`src/rtl/viterbi_pkg.sv`:
```
// Shared widths, FSM states and signed data types for the Viterbi branch-metric controller.
package viterbi_pkg;

    localparam int SYM_W   = 8;
    localparam int BM_W    = 9;
    localparam int NUM_HYP = 4;

    typedef enum logic [1:0] {
        ST_IDLE = 2'd0,
        ST_RUN  = 2'd1,
        ST_DONE = 2'd2
    } state_e;

    typedef logic signed [SYM_W-1:0] sym_t;
    typedef logic signed [BM_W-1:0]  metric_t;

    // Widen one scaled symbol to metric width, keeping its sign.
    function automatic metric_t sext_sym(input sym_t s);
        return {s[SYM_W-1], s};
    endfunction

endpackage

```
`src/rtl/viterbi_bm_ctrl_bm_scale.sv`:
```
// Shared soft-symbol scaler: multiplies by +2 or -2 and wraps to the symbol width.
module bm_scale
    import viterbi_pkg::*;
(
    input  logic signed [SYM_W-1:0] a,
    input  logic                    neg,
    output logic signed [SYM_W-1:0] y
);

    sym_t dbl;

    // Dropping the top bit of a*2 and negating within SYM_W gives plain
    // two's-complement wrap-around; no saturation is wanted here.
    assign dbl = {a[SYM_W-2:0], 1'b0};
    assign y   = neg ? sym_t'(-dbl) : dbl;

endmodule

```
`src/rtl/viterbi_bm_ctrl.sv`:
```
// Serial branch-metric generator: one scaled symbol per cycle, four metrics per symbol pair.
module viterbi_bm_ctrl
    import viterbi_pkg::*;
(
    input  logic                   clk,
    input  logic                   rst_n,
    input  logic                   in_valid,
    output logic                   in_ready,
    input  logic signed [SYM_W-1:0] r0,
    input  logic signed [SYM_W-1:0] r1,
    output logic                   out_valid,
    input  logic                   out_ready,
    output logic signed [BM_W-1:0] bm0,
    output logic signed [BM_W-1:0] bm1,
    output logic signed [BM_W-1:0] bm2,
    output logic signed [BM_W-1:0] bm3,
    output logic                   busy
);

    state_e       state_q;
    logic [2:0]   step_q;
    metric_t      acc_q;
    sym_t         r0_q;
    sym_t         r1_q;
    metric_t      bm_q [NUM_HYP];
    logic         in_ready_q;
    logic         out_valid_q;
    logic         busy_q;

    sym_t         sym_sel;
    logic         neg_sel;
    sym_t         prod;
    metric_t      sum_d;

    // step[0] picks the symbol; the matching hypothesis bit (b0 for r0, b1 for r1) picks the sign.
    assign sym_sel = step_q[0] ? r1_q : r0_q;
    assign neg_sel = step_q[0] ? step_q[2] : step_q[1];

    bm_scale u_bm_scale (
        .a   (sym_sel),
        .neg (neg_sel),
        .y   (prod)
    );

    assign sum_d = acc_q + sext_sym(prod);

    // NOTE: all state is updated with non-blocking assignments so every
    // register samples pre-edge values and ordering inside the block is irrelevant.
    always_ff @(posedge clk or negedge rst_n) begin
        if (!rst_n) begin
            state_q     <= ST_IDLE;
            step_q      <= '0;
            acc_q       <= '0;
            r0_q        <= '0;
            r1_q        <= '0;
            in_ready_q  <= 1'b1;
            out_valid_q <= 1'b0;
            busy_q      <= 1'b0;
            // NOTE: the metric bank is only four registers and must read zero
            // after reset, so it is reset like ordinary flops, not left as RAM.
            for (int i = 0; i < NUM_HYP; i++) begin
                bm_q[i] <= '0;
            end
        end else begin
            case (state_q)
                ST_IDLE: begin
                    if (in_valid) begin
                        r0_q       <= r0;
                        r1_q       <= r1;
                        step_q     <= '0;
                        acc_q      <= '0;
                        state_q    <= ST_RUN;
                        in_ready_q <= 1'b0;
                        busy_q     <= 1'b1;
                    end
                end
                ST_RUN: begin
                    if (step_q[0]) begin
                        bm_q[step_q[2:1]] <= sum_d;
                        acc_q             <= '0;
                    end else begin
                        acc_q <= sum_d;
                    end
                    step_q <= step_q + 3'd1;
                    if (step_q == 3'd7) begin
                        state_q     <= ST_DONE;
                        out_valid_q <= 1'b1;
                    end
                end
                ST_DONE: begin
                    if (out_ready) begin
                        state_q     <= ST_IDLE;
                        out_valid_q <= 1'b0;
                        in_ready_q  <= 1'b1;
                        busy_q      <= 1'b0;
                    end
                end
                default: begin
                    state_q     <= ST_IDLE;
                    out_valid_q <= 1'b0;
                    in_ready_q  <= 1'b1;
                    busy_q      <= 1'b0;
                end
            endcase
        end
    end

    assign in_ready  = in_ready_q;
    assign out_valid = out_valid_q;
    assign busy      = busy_q;
    assign bm0       = bm_q[0];
    assign bm1       = bm_q[1];
    assign bm2       = bm_q[2];
    assign bm3       = bm_q[3];

endmodule

```
`config.mk`:
```
export PLATFORM = sky130hd
export DESIGN_NAME = viterbi_bm_ctrl
export DESIGN_NICKNAME = d
export VERILOG_FILES = /design/src/rtl/viterbi_pkg.sv /design/src/rtl/viterbi_bm_ctrl_bm_scale.sv /design/src/rtl/viterbi_bm_ctrl.sv
export SDC_FILE = /design/constraint.sdc
export NUM_CORES = 1
export LEC_CHECK = 0
export BUFFER_PORTS_ARGS = -buffer_cell sky130_fd_sc_hd__buf_2
export CAP_MARGIN = 20
export CORE_UTILIZATION = 49
export DETAILED_ROUTE_END_ITERATION = 6
export GPL_TIMING_DRIVEN = 0
export PLACE_DENSITY = 0.75
export SYNTH_ARGS = -nofsm -noshare
export SYNTH_HDL_FRONTEND = slang
export SYNTH_SLANG_ARGS = --single-unit
```
`constraint.sdc`:
```
create_clock -name clk -period 3.4 [get_ports clk]
set_clock_uncertainty 0.15 [all_clocks]
set_input_delay 0.34 -clock clk [delete_from_list [all_inputs] [get_ports clk]]
set_output_delay 0.34 -clock clk [all_outputs]
set_load 0.01 [all_outputs]
```
==> reports/qor.csv <==
stage,metric,value,unit
cells_and_area,drive_gt1_share,44.0,%
global_routing,overflow,0,
synthesis,syn_area,2960,um^2
cells_and_area,design_area,3610,um^2
synthesis,avgSynthCellArea,12.6,um^2
place,routabilityCongestion,0.798,
place,hpwlAfterDp,4110,um
worst_setup_path,cp.arrival,3.34,ns
cells_and_area,final_net_count,334,
synthesis,yosysSeqAreaShare,52.5,%
synthesis,yosys.area.top_type_share,51.6,%
routing,drc,0,
clock_tree,clkTransAtPathRegs,0.07,ns
floorplan,die-area,6360,um^2
worst_setup_path,crit_slowest_cell,or4_1,
floorplan,fp.dieH,79.7,um
synthesis,synth_edf_count,0,
global_routing,grt_max_degree,41,
worst_setup_path,path_class,flop to flop,
routing,drt_iter0_markers,107,
timing,min_period_over_period,95.8,%
worst_setup_path,critPathMaxFanout,10,
worst_setup_path,crit_path_end_kind,flop,
clock_tree,cts.root.buffer_cell,clkbuf_8,
clock_tree,cts_tree,yes,
timing,slew_headroom,47.1,%
timing,fmax,0.307,GHz
job,maxCapViolations,0,
global_routing,grt_pass1_vias,2082,
synthesis,ys.flop_type,dfrtp_1,
worst_setup_path,crit_path_cell_trace,buf_6 -> buf_8 -> mux2i_4 -> ha_2 -> o221ai_2 -> a21oi_2 -> nor2_4 -> ha_1 -> or4_1 -> o22ai_2 -> xnor3_2 -> mux2_2,
routing,routed_via_density,5.44,
synthesis,synth_seq_cells,62,
routing,m1WireLength,2550,um
cells_and_area,num_antenna_cells,0,
place,io_buffers,52,
floorplan,io-pin-count,59,
clock_tree,cts_buffers,9,
timing,finalSetupViolCount,0,
synthesis,synth_top_area_cell,dfrtp_1,
synthesis,post-synth-top-count-cell,dfrtp_1,
routing,dr.pass1.iters,4,
place,dpl_cell_area,3340,um^2
clock_tree,cts_buffer_depth,2,
routing,wl_per_cell,15.5,um
worst_setup_path,max_stage_delay,0.42,ns
global_routing,grt_usage,21.0,%
timing,worst_slew_pin_slew,0.789,ns
floorplan,coreArea,5680,um^2
global_routing,grt_pass1_wl,9900,um
routing,highest-signal-layer,met4,
timing,layout_min_cycle_time,3.26,ns
floorplan,num_rows,27,
synthesis,netlist_instances,235,
synthesis,ys_types,40,
floorplan,start_util,52.2,%
routing,met3_length,295,um
clock_tree,clock_sinks,62,
routing,route.vias.total,2060,
clock_tree,cts.htree.levels,3,
hold_path,hold_path_class,primary input to flop,
timing,slew_violations,0,
floorplan,die_w,79.7,um
routing,antenna_left,0,
synthesis,synth_area_leaders,"dfrtp_1 (52%), mux2_2 (17%), ha_1 (4.2%), a22o_1 (2.7%), mux2i_1 (2.4%)",
worst_setup_path,start_kind,flop,
run_status,status,"finished, final reports clean",
routing,dr_wl_met2,2920,um
global_routing,antenna_found_initial,0,
routing,drt_wl_total,5870,um
synthesis,async_reset_ff_share,100,%
cells_and_area,area_delta_synth_final,21.9,%
timing,finalHoldViolations,0,
synthesis,yosys_warnings,0,
synthesis,yosys-top-cells-count,"dfrtp_1 (61), mux2_2 (44), nor2_1 (12), a21oi_1 (10), ha_1 (10)",
clock_tree,clk_latency,0.34,ns
worst_setup_path,crit_required,3.48,ns
==> through the flow <==
stage                     std cells  TNS [ns]  hold WS [ns]  setup WS, ns  util, %
after floorplan                 238         0        -0.106         0.170        -
after global placement          362    -0.631         0.309        -0.148     58.5
after detailed placement        363     -1.20         0.203        -0.216     58.9
after CTS                       379         0        0.0596        0.0175     62.9
after global routing            379  -0.00119        0.0661      -0.00113     63.6
final                           379         0        0.0738         0.141     63.6
==> worst max-delay path, delay by kind of cell, from the launching register on <==
family / cells / cell delay (ns)
and+or+nand+nor: 2 / 0.49
muxes: 2 / 0.53
adders and majority gates: 2 / 0.44
buffers and inverters: 2 / 0.32
xor gates and xnor gates: 1 / 0.32
AOI/OAI and AO/OA: 3 / 0.53
DFF: 1 / 0.37
==> area by class of cell <==
class	instances	area (um^2)
Buffer	13	85.1
Clock buffer	10	128
Clock inverter	5	75.1
Fill cell	470	2070
Inverter	6	22.5
Multi-Input combinational cell	157	1360
Sequential cell	62	1550
Tap cell	72	90.1
Timing Repair Buffer	54	290
==> registers in the layout (all words and copies together), names as in the netlist <==
name       cells
busy           1
bm3            8
r0_q           7
in_ready       1
bm0            8
step_q         3
bm1            8
state_q        2
out_valid      1
bm2            8
r1_q           7
acc_q          8
==> cells in the final DEF, fill, tap and decap left out, drive strengths merged, types with 2 or more instances in the layout <==
cell type / n
buf: 61
a21oi: 10
nor3: 5
nand2: 9
mux2i: 7
ha: 10
a211oi: 2
conb: 4
bufinv: 2
o21bai: 2
inv: 6
xor2: 2
o22ai: 2
xnor2: 6
clkbuf: 15
clkinv: 3
nor2: 13
a31oi: 3
o21ai: 9
a21o: 3
a22o: 9
nor3b: 3
mux2: 44
nor2b: 3
dfrtp: 61
==> what timing repair did <==
| action | in CTS | in global routing |
|---|---|---|
| endpoints found under the setup margin | 9 | 10 |
| endpoints found under the hold margin | 21 | 0 |
| pin swaps | 1 | 1 |
| hold buffers | 1 | 0 |
| resized for setup | 5 | 9 |
| setup buffers | 0 | 0 |
==> routing by layer <==
layer  global-route usage, %  vias up
met5                       0        -
met1                    26.9     1022
li1                        -      977
met2                    32.8       51
met4                    8.36        0
met3                    6.86       10
==> path summary, 6_finish.rpt <==
path                                            start                   to  slack, ns  cells after the start
worst max-delay path            step_q[0]$_DFFE_PN0P_   bm2[8]$_DFFE_PN0P_       0.14                     12
worst min-delay path                            r0[2]  r0_q[2]$_DFFE_PN0P_       0.07                      2
worst max register to register  step_q[0]$_DFFE_PN0P_   bm2[8]$_DFFE_PN0P_       0.14                     12
worst min register to register     bm3[3]$_DFFE_PN0P_   bm3[3]$_DFFE_PN0P_       0.33                      2
max in group asynchronous                       rst_n  r1_q[4]$_DFFE_PN0P_       2.17                      3
min in group asynchronous                       rst_n   bm3[2]$_DFFE_PN0P_       0.35                      2
==> logic make-up (layout without fill, tap and decap cells) <==
family | Yosys count | count (layout) | synth area share, %
flip-flops | 62 | 62 | 52.5
multiplexers | 51 | 51 | 19.1
AO/OA/AOI/OAI | 44 | 44 | 9.89
AND/OR/NAND/NOR | 38 | 38 | 7.10
buffers and inverters | 19 | 88 | 3.30
adder cells (fa/ha/maj) | 11 | 11 | 4.90
XOR/XNOR | 9 | 9 | 3.13
other | 1 | 4 | 0.127
Power is not shown: default switching activity piles up to over one toggle a cycle in this logic, so the estimate is an artifact.
